**src/rtl/avr_uart_io.sv**
```systemverilog
// Data-bus stage behind the AVR core: passes SRAM traffic through and serves a
// FIFO-buffered UART (UBRRL 0x29, UCSRA 0x2B, UDR 0x2C) with zero wait states.
module avr_uart_io #(
  parameter int         FIFO_AW    = 2,
  parameter logic [7:0] UBRR_RESET = 8'd25
) (
  input  logic        clock,
  input  logic        locked,
  input  logic [15:0] address,
  input  logic [7:0]  wb,
  input  logic        w,
  input  logic        rd,
  input  logic [7:0]  sram_q,
  output logic        sram_we,
  output logic [7:0]  data,
  output logic        uart_tx,
  input  logic        uart_rx
);

  localparam int DEPTH = 1 << FIFO_AW;
  localparam int PW    = FIFO_AW + 1;

  typedef enum logic [1:0] {T_IDLE, T_START, T_DATA, T_STOP} tx_state_t;
  typedef enum logic [1:0] {R_IDLE, R_START, R_DATA, R_STOP} rx_state_t;

  logic            sel_ubrr, sel_ucsra, sel_udr, io_hit;
  logic            udr_wr, udr_rd, ubrr_wr, ucsra_wr;
  logic [7:0]      ubrr, baud_cnt, status, rd_mux;
  logic            baud_tick;
  logic            txc, fe, dor;
  logic            io_hit_q;
  logic [7:0]      io_rdata_q;

  logic [7:0]      tx_mem [DEPTH];
  logic [PW-1:0]   tx_wp, tx_rp;
  logic            tx_empty, tx_full, tx_push, tx_pop, tx_bit_end, txc_set;
  tx_state_t       tx_state;
  logic [3:0]      tx_cnt;
  logic [2:0]      tx_bit;
  logic [7:0]      tx_sh;

  logic [7:0]      rx_mem [DEPTH];
  logic [PW-1:0]   rx_wp, rx_rp;
  logic            rx_empty, rx_full, rx_push, rx_pop, rx_bit_end;
  logic            rx_sample, rx_done, fe_set, dor_set, rx_fall;
  logic            rx_p0, rx_p1, rx_p2;
  rx_state_t       rx_state;
  logic [3:0]      rx_cnt;
  logic [2:0]      rx_bit;
  logic [7:0]      rx_sh;

  assign sel_ubrr  = (address == 16'h0029);
  assign sel_ucsra = (address == 16'h002B);
  assign sel_udr   = (address == 16'h002C);
  assign io_hit    = sel_ubrr | sel_ucsra | sel_udr;

  assign udr_wr    = w & sel_udr;
  assign udr_rd    = rd & sel_udr;
  assign ubrr_wr   = w & sel_ubrr;
  assign ucsra_wr  = w & sel_ucsra;

  assign sram_we   = w & ~io_hit;
  assign data      = io_hit_q ? io_rdata_q : sram_q;

  assign tx_empty  = (tx_wp == tx_rp);
  assign tx_full   = (tx_wp[FIFO_AW] != tx_rp[FIFO_AW]) &&
                     (tx_wp[FIFO_AW-1:0] == tx_rp[FIFO_AW-1:0]);
  assign rx_empty  = (rx_wp == rx_rp);
  assign rx_full   = (rx_wp[FIFO_AW] != rx_rp[FIFO_AW]) &&
                     (rx_wp[FIFO_AW-1:0] == rx_rp[FIFO_AW-1:0]);

  assign status    = {~rx_empty, txc, ~tx_full, fe, dor, 3'b000};

  // A pop in the same cycle frees the slot, so a push into a full FIFO still lands.
  assign tx_bit_end = baud_tick & (tx_cnt == 4'd15);
  assign tx_pop     = ~tx_empty & ((tx_state == T_IDLE) |
                                   ((tx_state == T_STOP) & tx_bit_end));
  assign tx_push    = udr_wr & (~tx_full | tx_pop);
  assign txc_set    = (tx_state == T_STOP) & tx_bit_end & tx_empty;

  assign rx_fall    = rx_p2 & ~rx_p1;
  assign rx_bit_end = baud_tick & (rx_cnt == 4'd15);
  assign rx_sample  = (rx_state == R_DATA) & rx_bit_end;
  assign rx_done    = (rx_state == R_STOP) & rx_bit_end;
  assign rx_pop     = udr_rd & ~rx_empty;
  assign rx_push    = rx_done & (~rx_full | rx_pop);
  assign dor_set    = rx_done & rx_full & ~rx_pop;
  assign fe_set     = rx_done & ~rx_p1;

  always_comb begin
    rd_mux = 8'h00;
    if (sel_ubrr)                 rd_mux = ubrr;
    else if (sel_ucsra)           rd_mux = status;
    else if (sel_udr && !rx_empty) rd_mux = rx_mem[rx_rp[FIFO_AW-1:0]];
  end

  // Bus stage: read data registered to line up with the SRAM's one-cycle latency
  always_ff @(posedge clock or negedge locked) begin
    if (!locked) begin
      io_hit_q   <= 1'b0;
      io_rdata_q <= 8'h00;
      ubrr       <= UBRR_RESET;
    end else begin
      io_hit_q   <= io_hit;
      io_rdata_q <= rd_mux;
      if (ubrr_wr) ubrr <= wb;
    end
  end

  // Baud stage: one tick per (UBRRL+1) clocks, new divisor picked up on reload
  always_ff @(posedge clock or negedge locked) begin
    if (!locked)        baud_cnt <= UBRR_RESET;
    else if (baud_tick) baud_cnt <= ubrr;
    else                baud_cnt <= baud_cnt - 8'd1;
  end
  assign baud_tick = (baud_cnt == 8'd0);

  always_ff @(posedge clock or negedge locked) begin
    if (!locked) begin
      tx_wp <= '0;
      tx_rp <= '0;
      rx_wp <= '0;
      rx_rp <= '0;
    end else begin
      if (tx_push) tx_wp <= tx_wp + PW'(1);
      if (tx_pop)  tx_rp <= tx_rp + PW'(1);
      if (rx_push) rx_wp <= rx_wp + PW'(1);
      if (rx_pop)  rx_rp <= rx_rp + PW'(1);
    end
  end

  always_ff @(posedge clock) begin
    if (tx_push) tx_mem[tx_wp[FIFO_AW-1:0]] <= wb;
    if (rx_push) rx_mem[rx_wp[FIFO_AW-1:0]] <= rx_sh;
  end

  // Transmit stage: start, 8 data bits LSB first, stop; chains frames without idle
  always_ff @(posedge clock or negedge locked) begin
    if (!locked) begin
      tx_state <= T_IDLE;
      tx_cnt   <= 4'd0;
      tx_bit   <= 3'd0;
      uart_tx  <= 1'b1;
      txc      <= 1'b0;
    end else begin
      case (tx_state)
        T_IDLE: begin
          if (!tx_empty) begin
            tx_state <= T_START;
            tx_cnt   <= 4'd0;
            uart_tx  <= 1'b0;
          end
        end
        T_START: begin
          if (baud_tick) begin
            if (tx_cnt == 4'd15) begin
              tx_state <= T_DATA;
              tx_cnt   <= 4'd0;
              tx_bit   <= 3'd0;
              uart_tx  <= tx_sh[0];
            end else begin
              tx_cnt <= tx_cnt + 4'd1;
            end
          end
        end
        T_DATA: begin
          if (baud_tick) begin
            if (tx_cnt == 4'd15) begin
              tx_cnt <= 4'd0;
              if (tx_bit == 3'd7) begin
                tx_state <= T_STOP;
                uart_tx  <= 1'b1;
              end else begin
                tx_bit  <= tx_bit + 3'd1;
                uart_tx <= tx_sh[1];
              end
            end else begin
              tx_cnt <= tx_cnt + 4'd1;
            end
          end
        end
        T_STOP: begin
          if (baud_tick) begin
            if (tx_cnt == 4'd15) begin
              tx_cnt <= 4'd0;
              if (!tx_empty) begin
                tx_state <= T_START;
                uart_tx  <= 1'b0;
              end else begin
                tx_state <= T_IDLE;
              end
            end else begin
              tx_cnt <= tx_cnt + 4'd1;
            end
          end
        end
        default: tx_state <= T_IDLE;
      endcase
      if (udr_wr)       txc <= 1'b0;
      else if (txc_set) txc <= 1'b1;
    end
  end

  always_ff @(posedge clock) begin
    if (tx_pop)                              tx_sh <= tx_mem[tx_rp[FIFO_AW-1:0]];
    else if ((tx_state == T_DATA) && tx_bit_end) tx_sh <= {1'b0, tx_sh[7:1]};
  end

  // Receive stage: double-flop synchroniser plus a delayed copy for edge detect
  always_ff @(posedge clock or negedge locked) begin
    if (!locked) begin
      rx_p0 <= 1'b1;
      rx_p1 <= 1'b1;
      rx_p2 <= 1'b1;
    end else begin
      rx_p0 <= uart_rx;
      rx_p1 <= rx_p0;
      rx_p2 <= rx_p1;
    end
  end

  always_ff @(posedge clock or negedge locked) begin
    if (!locked) begin
      rx_state <= R_IDLE;
      rx_cnt   <= 4'd0;
      rx_bit   <= 3'd0;
      fe       <= 1'b0;
      dor      <= 1'b0;
    end else begin
      case (rx_state)
        R_IDLE: begin
          if (rx_fall) begin
            rx_state <= R_START;
            rx_cnt   <= 4'd0;
          end
        end
        R_START: begin
          // Half a bit in: a line back high means the edge was a glitch
          if (baud_tick) begin
            if (rx_cnt == 4'd7) begin
              rx_cnt   <= 4'd0;
              rx_bit   <= 3'd0;
              rx_state <= rx_p1 ? R_IDLE : R_DATA;
            end else begin
              rx_cnt <= rx_cnt + 4'd1;
            end
          end
        end
        R_DATA: begin
          if (baud_tick) begin
            if (rx_cnt == 4'd15) begin
              rx_cnt <= 4'd0;
              if (rx_bit == 3'd7) rx_state <= R_STOP;
              else                rx_bit   <= rx_bit + 3'd1;
            end else begin
              rx_cnt <= rx_cnt + 4'd1;
            end
          end
        end
        R_STOP: begin
          if (baud_tick) begin
            if (rx_cnt == 4'd15) begin
              rx_cnt   <= 4'd0;
              rx_state <= R_IDLE;
            end else begin
              rx_cnt <= rx_cnt + 4'd1;
            end
          end
        end
        default: rx_state <= R_IDLE;
      endcase
      if (ucsra_wr && wb[4]) fe  <= 1'b0;
      if (fe_set)            fe  <= 1'b1;
      if (ucsra_wr && wb[3]) dor <= 1'b0;
      if (dor_set)           dor <= 1'b1;
    end
  end

  always_ff @(posedge clock) begin
    if (rx_sample) rx_sh <= {rx_p1, rx_sh[7:1]};
  end

endmodule

```
**config.mk**
```make
export PLATFORM = sky130hd
export DESIGN_NAME = avr_uart_io
export DESIGN_NICKNAME = d
export VERILOG_FILES = /design/src/rtl/avr_uart_io.sv
export SDC_FILE = /design/constraint.sdc
export NUM_CORES = 1
export LEC_CHECK = 0
export BUFFER_PORTS_ARGS = -buffer_cell sky130_fd_sc_hd__buf_2
export CAP_MARGIN = 20
export CORE_ASPECT_RATIO = 1.25
export CORE_MARGIN = 2
export CORE_UTILIZATION = 27
export CTS_CLUSTER_DIAMETER = 40
export DETAILED_ROUTE_END_ITERATION = 7
export PLACE_DENSITY = 0.45
export SYNTH_ARGS = -nofsm -noshare
export SYNTH_HDL_FRONTEND = slang
export SYNTH_SLANG_ARGS = --single-unit
```
**constraint.sdc**
```tcl
create_clock -name clock -period 7.5 [get_ports clock]
set_input_delay 0 -clock clock [delete_from_list [all_inputs] [get_ports clock]]
set_output_delay 0 -clock clock [all_outputs]
set_load 0.03 [all_outputs]
```
# Word level (Yosys, flattened, before mapping)
# Memory sizes are Yosys's and may differ from the RTL's.
# Cells that the tools add are included.
# word_totals
reg_bits	78
latch_bits	0
ramBits	64
romBits	0
in_bits	37
out_inout_bits	10
wordCells	198
memories	2
# op_classes
n_addsub	9
n_mul	0
div_mod_pow	0
order_cmp	0
eq_ne	40
shift	0
muxes	68
bitwise	31
n_reduce_logical	25
# memory_table
name	depth	width	read_ports	rd_clocked_by_memory_dff	write_ports	line_no	text
rx_mem	4	8	1	0	1	42	logic [7:0] rx_mem [DEPTH];
tx_mem	4	8	1	0	1	34	logic [7:0] tx_mem [DEPTH];
# ops
cell	n
$mux W8	7
$eq A16 B6 Y1 const B	3
$mux W2	17
$mux W4	8
$mux W3	10
$ne A2 B2 Y1 const B	14
$and A1 B1 Y1	19
$mux W1	19
$add A3 B1 Y3 const B	6
$reduce_and A6 Y1	3
$pmux W2 S4	2
$reduce_and A8 Y1	2
$ne A2 B1 Y1 const B	6
$pmux W3 S2	2
$pmux W4 S3	1
$reduce_bool A2 Y1	6
$add A4 B1 Y4 const B	2
$eq A2 B2 Y1 const B	4
$eq A4 B4 Y1 const B	2
$logic_not A8 Y1	1
$pmux W4 S2	1
$sub A8 B1 Y8 const B	1
$not A1 Y1	7
$eq A3 B3 Y1	2
14 further kinds	28

# Depth between registers and ports, before layout
# logic_depth
ltp_word	9
mapped_depth	8
depth_no_buf	7

# Least setup slack after synthesis
# OpenSTA, ideal clock, no wires.
# synth_timing
kind	register -> register
startpoint	register baud_cnt[0]
endpoint	memory tx_mem[0][0], enable pin
setup_time_ps	371
arrival_ps	2124
required_ps	7129
slack_ps	5006
stages_incl_launch_ff	7
n_path_buf	0
synth_period_minus_slack_ps	2494
path_cell_list	dfstp_2 inv_1 ha_1 nor3b_1 a41oi_1 a2111o_1 nor2_1
# synth_via
elab_chain_cells	9
# synth_lines
element	line_no	text
start, declared	28	logic [7:0] ubrr, baud_cnt, status, rd_mux;
start signal, assigned	113	else if (baud_tick) baud_cnt <= ubrr;
start signal, assigned	114	else baud_cnt <= baud_cnt - 8'd1;
$logic_not A8 Y1	116	assign baud_tick = (baud_cnt == 8'd0);
$and A1 B1 Y1	75	assign tx_bit_end = baud_tick & (tx_cnt == 4'd15);
$and A1 B1 Y1	77	((tx_state == T_STOP) & tx_bit_end));
$or A1 B1 Y1	76	assign tx_pop = ~tx_empty & ((tx_state == T_IDLE) |
$and A1 B1 Y1	76	
$or A1 B1 Y1	78	assign tx_push = udr_wr & (~tx_full | tx_pop);
$and A1 B1 Y1	78	
$mux W1	133	if (tx_push) tx_mem[tx_wp[FIFO_AW-1:0]] <= wb;
$mux W1 (implied by the code)	133	
end, declared	34	
# Every way passes these cells.

# Worst setup path in the final report
# layout_timing
startpoint	register baud_cnt[1]
endpoint	memory tx_mem[1][5], enable pin
# The elaborated chain is that of the path after synthesis.

==> impl_metrics.ini <==
[run_status]
status = completed

[floorplanning]
design.core.area_um2 = 23000
start_util_pct = 27.4
dieArea_um2 = 24600
die_y_um = 175
dieWidth_um = 141
io_pins = 47
core.rowCount = 62

[synthesis]
netlist_top_cells_count = edfxtp_1, dfrtp_1, mux2_2, inv_1, nand2_1
synth_area_um2 = 6300
synth.distinct_cells = 53
synth_top_flop_cell = edfxtp_1
synth_most_common_cell = edfxtp_1
synthArstFlopShare_pct = 43.7
ys_seq_elements = 142
yosysTopAreaCell = edfxtp_1
yosysSeqAreaShare_pct = 63.0
synth_enable_flop_cells = 80
netlist_instances = 437
ys_warn_count = 0
syn_area_per_cell_um2 = 14.4
synthTopCellsByArea = edfxtp_1, dfrtp_1, mux4_2
yosysTopAreaCellShare_pct = 38.1
syn-num-nets = 497

[setup_path]
critPathMaxStageDelay_ns = 0.58
crit_path_cell_trace = inv_1 -> ha_1 -> nor3b_1 -> a41oi_1 -> a2111o_1 -> nor2_1
crit_type = reg2reg
crit_slowest_cell = a2111o_1
critPathRequiredTime_ns = 7.55
rrSetupSlack_ns = 4.52
r2r-start = baud_cnt[1]
cp-startpoint = baud_cnt[1]
path_max_fanout = 8
r2r_end = tx_mem[1][5]
startpoint_type = flop
critPathArrivalTime_ns = 3.03
r2r_cells = 6
critical_path.endpoint_type = flop

[cells_and_area]
multi_input_area_um2 = 2150
drive_gt1_share_pct = 27.1
area.sequential_um2 = 3970
nFillCells = 2255
nets = 560
area_growth_syn_to_layout_pct = 20.0
antennaDiodeCount = 0

[timing]
setup_tns_ns = 0
finalSetupViolations = 0
worst_pin_slew_ns = 0.962
rsz0062_at_grt = no
drv_slew = 0
fmax_mhz = 336
min_period_over_period_pct = 39.7
hold_violations = 0
setup_slack_ns = 4.52
period_needed_ns = 2.98
slew_headroom_pct = 35.4
finClkSkew_ns = 0.0101

[routing]
post_drt_wl_per_cell_um = 16.8
post-route-drc-count = 0
antenna_left = 0
drt_iter0_markers = 205
routed-via-count = 3672
routed_wl_um = 13500
drt_pass1_iterations = 4
routed_via_density = 4.58

[clock_tree]
cts_tree = built
clockBufferDepth = 2
clkTransAtPathRegs_ns = 0.06
root_buffer = clkbuf_16
numCtsBuffers = 17
clk_latency_ns = 0.43
htreeDepth = 4
clkSinkCount = 142
cts_resized = 0

[global_routing]
grt_usage_pct = 11.6
grt_antenna_before_repair = 0
grt_pass1_vias = 3852
grt_max_degree = 63
grt_pass1_wl_um = 21400
globalRouteOverflowTotal = 0

[pwr]
power.density_nw_per_um2 = 305
vdd_drop_max_v = 0.000138
p_leak_nw = 2.98
p_total_mw = 2.31

[min_path]
hold_depth = 4
min-delay-start = address[2]
hp-class = in2reg
min_to = txc

[job]
maxCapViolCount = 0

[placed_design]
pre_cts_ws_ns = 4.47
portBuffers = 46
dpl.hpwl_um = 9640
gp_congestion = 0.772
worst max-delay path, delay by kind of cell (launching register included):
family	cells	cell delay (ns)
adder cells (fa/ha/maj)	1	0.15
buffers and inverters	1	0.09
AND/OR/NAND/NOR	2	1.15
flip-flops	1	0.38
AO/OA/AOI/OAI	2	0.84
power breakdown:
part           leakage (nW)  internal (mW)  switching (mW)
Sequential             1.50          0.927          0.0882
Clock                 0.300          0.541           0.341
Combinational          1.18          0.203           0.206
routing by layer:
layer	share of wire, %	vias to the layer above	GRT usage, %
li1	-	1749	-
met1	44	1834	14.4
met2	51	77	19.4
met3	4.2	12	3.40
met4	1.2	0	3.88
met5	0	-	0
cell families (layout without fill, tap and decap cells):
kind of cell,after synthesis,count (layout),synth area share [%]
adder cells (fa/ha/maj),23,23,4.57
flip-flops,142,142,63.0
AO/OA/AOI/OAI,66,66,6.99
XOR/XNOR,19,19,2.64
multiplexers,50,50,11.7
AND/OR/NAND/NOR,94,94,8.18
buffers and inverters,43,119,2.94
final cells by class:
| class | count | area share (%) |
|---|---|---|
| multi-input combinational | 252 | 28.4 |
| clock inverter | 13 | 2.37 |
| inverter | 28 | 1.39 |
| tap | 288 | 4.77 |
| sequential | 142 | 52.5 |
| timing repair buffer | 59 | 4.73 |
| clock buffer | 19 | 5.86 |
worst max path at each step:
| stage | to |
|---|---|
| 3_5_place_dp | tx_mem[1][6] |
| 5_1_grt | rx_sh[7] |
| 6_report | tx_mem[1][5] |
| 2_1_floorplan | tx_mem[0][0] |
| 3_3_place_gp | tx_mem[0][5] |
| 4_1_cts | tx_mem[1][2] |
sequential cells by signal, indices dropped and copies added, names as in the netlist, 2 cells and up, named ones only:
signal and count:
tx_rp 3, rx_sh 8, rx_mem 32, tx_cnt 4, rx_wp 3, rx_rp 3
rx_cnt 4, io_rdata_q 8, tx_bit 3, rx_bit 3, tx_wp 3, tx_mem 32
ubrr 8, baud_cnt 8, tx_state 2, tx_sh 8
cells in the final DEF, fill, tap and decap left out, drive strengths merged, types with 5 or more instances in the layout:
master,n
ha,23
nor4,6
dfrtp,52
a31oi,5
o22ai,5
xor2,10
buf,47
inv,33
nor3b,7
nand2,25
nor3,6
a22o,8
mux4,16
dlygate4sd3,12
clkbuf,19
dfstp,10
a21oi,6
o21ai,21
nand3,8
and2,6
mux2,30
xnor2,9
nor2,20
edfxtp,80
stage by stage:
stage	utilization, %	cells	area [um2]	hold slack [ns]
after floorplan	-	437	6300	-0.296
after global placement	29.7	757	6820	0.107
after global routing	32.9	801	7560	0.0877
after detailed placement	29.7	757	6820	0.108
after CTS	32.9	801	7560	0.0162
final	32.9	801	7560	0.0467
repair_timing:
item | CTS | global route
hold buffers | 12 | 0
hold endpoints to repair | 97 | 0
buffers inserted | 0 | 0
Power figures use the tool's default switching activity.
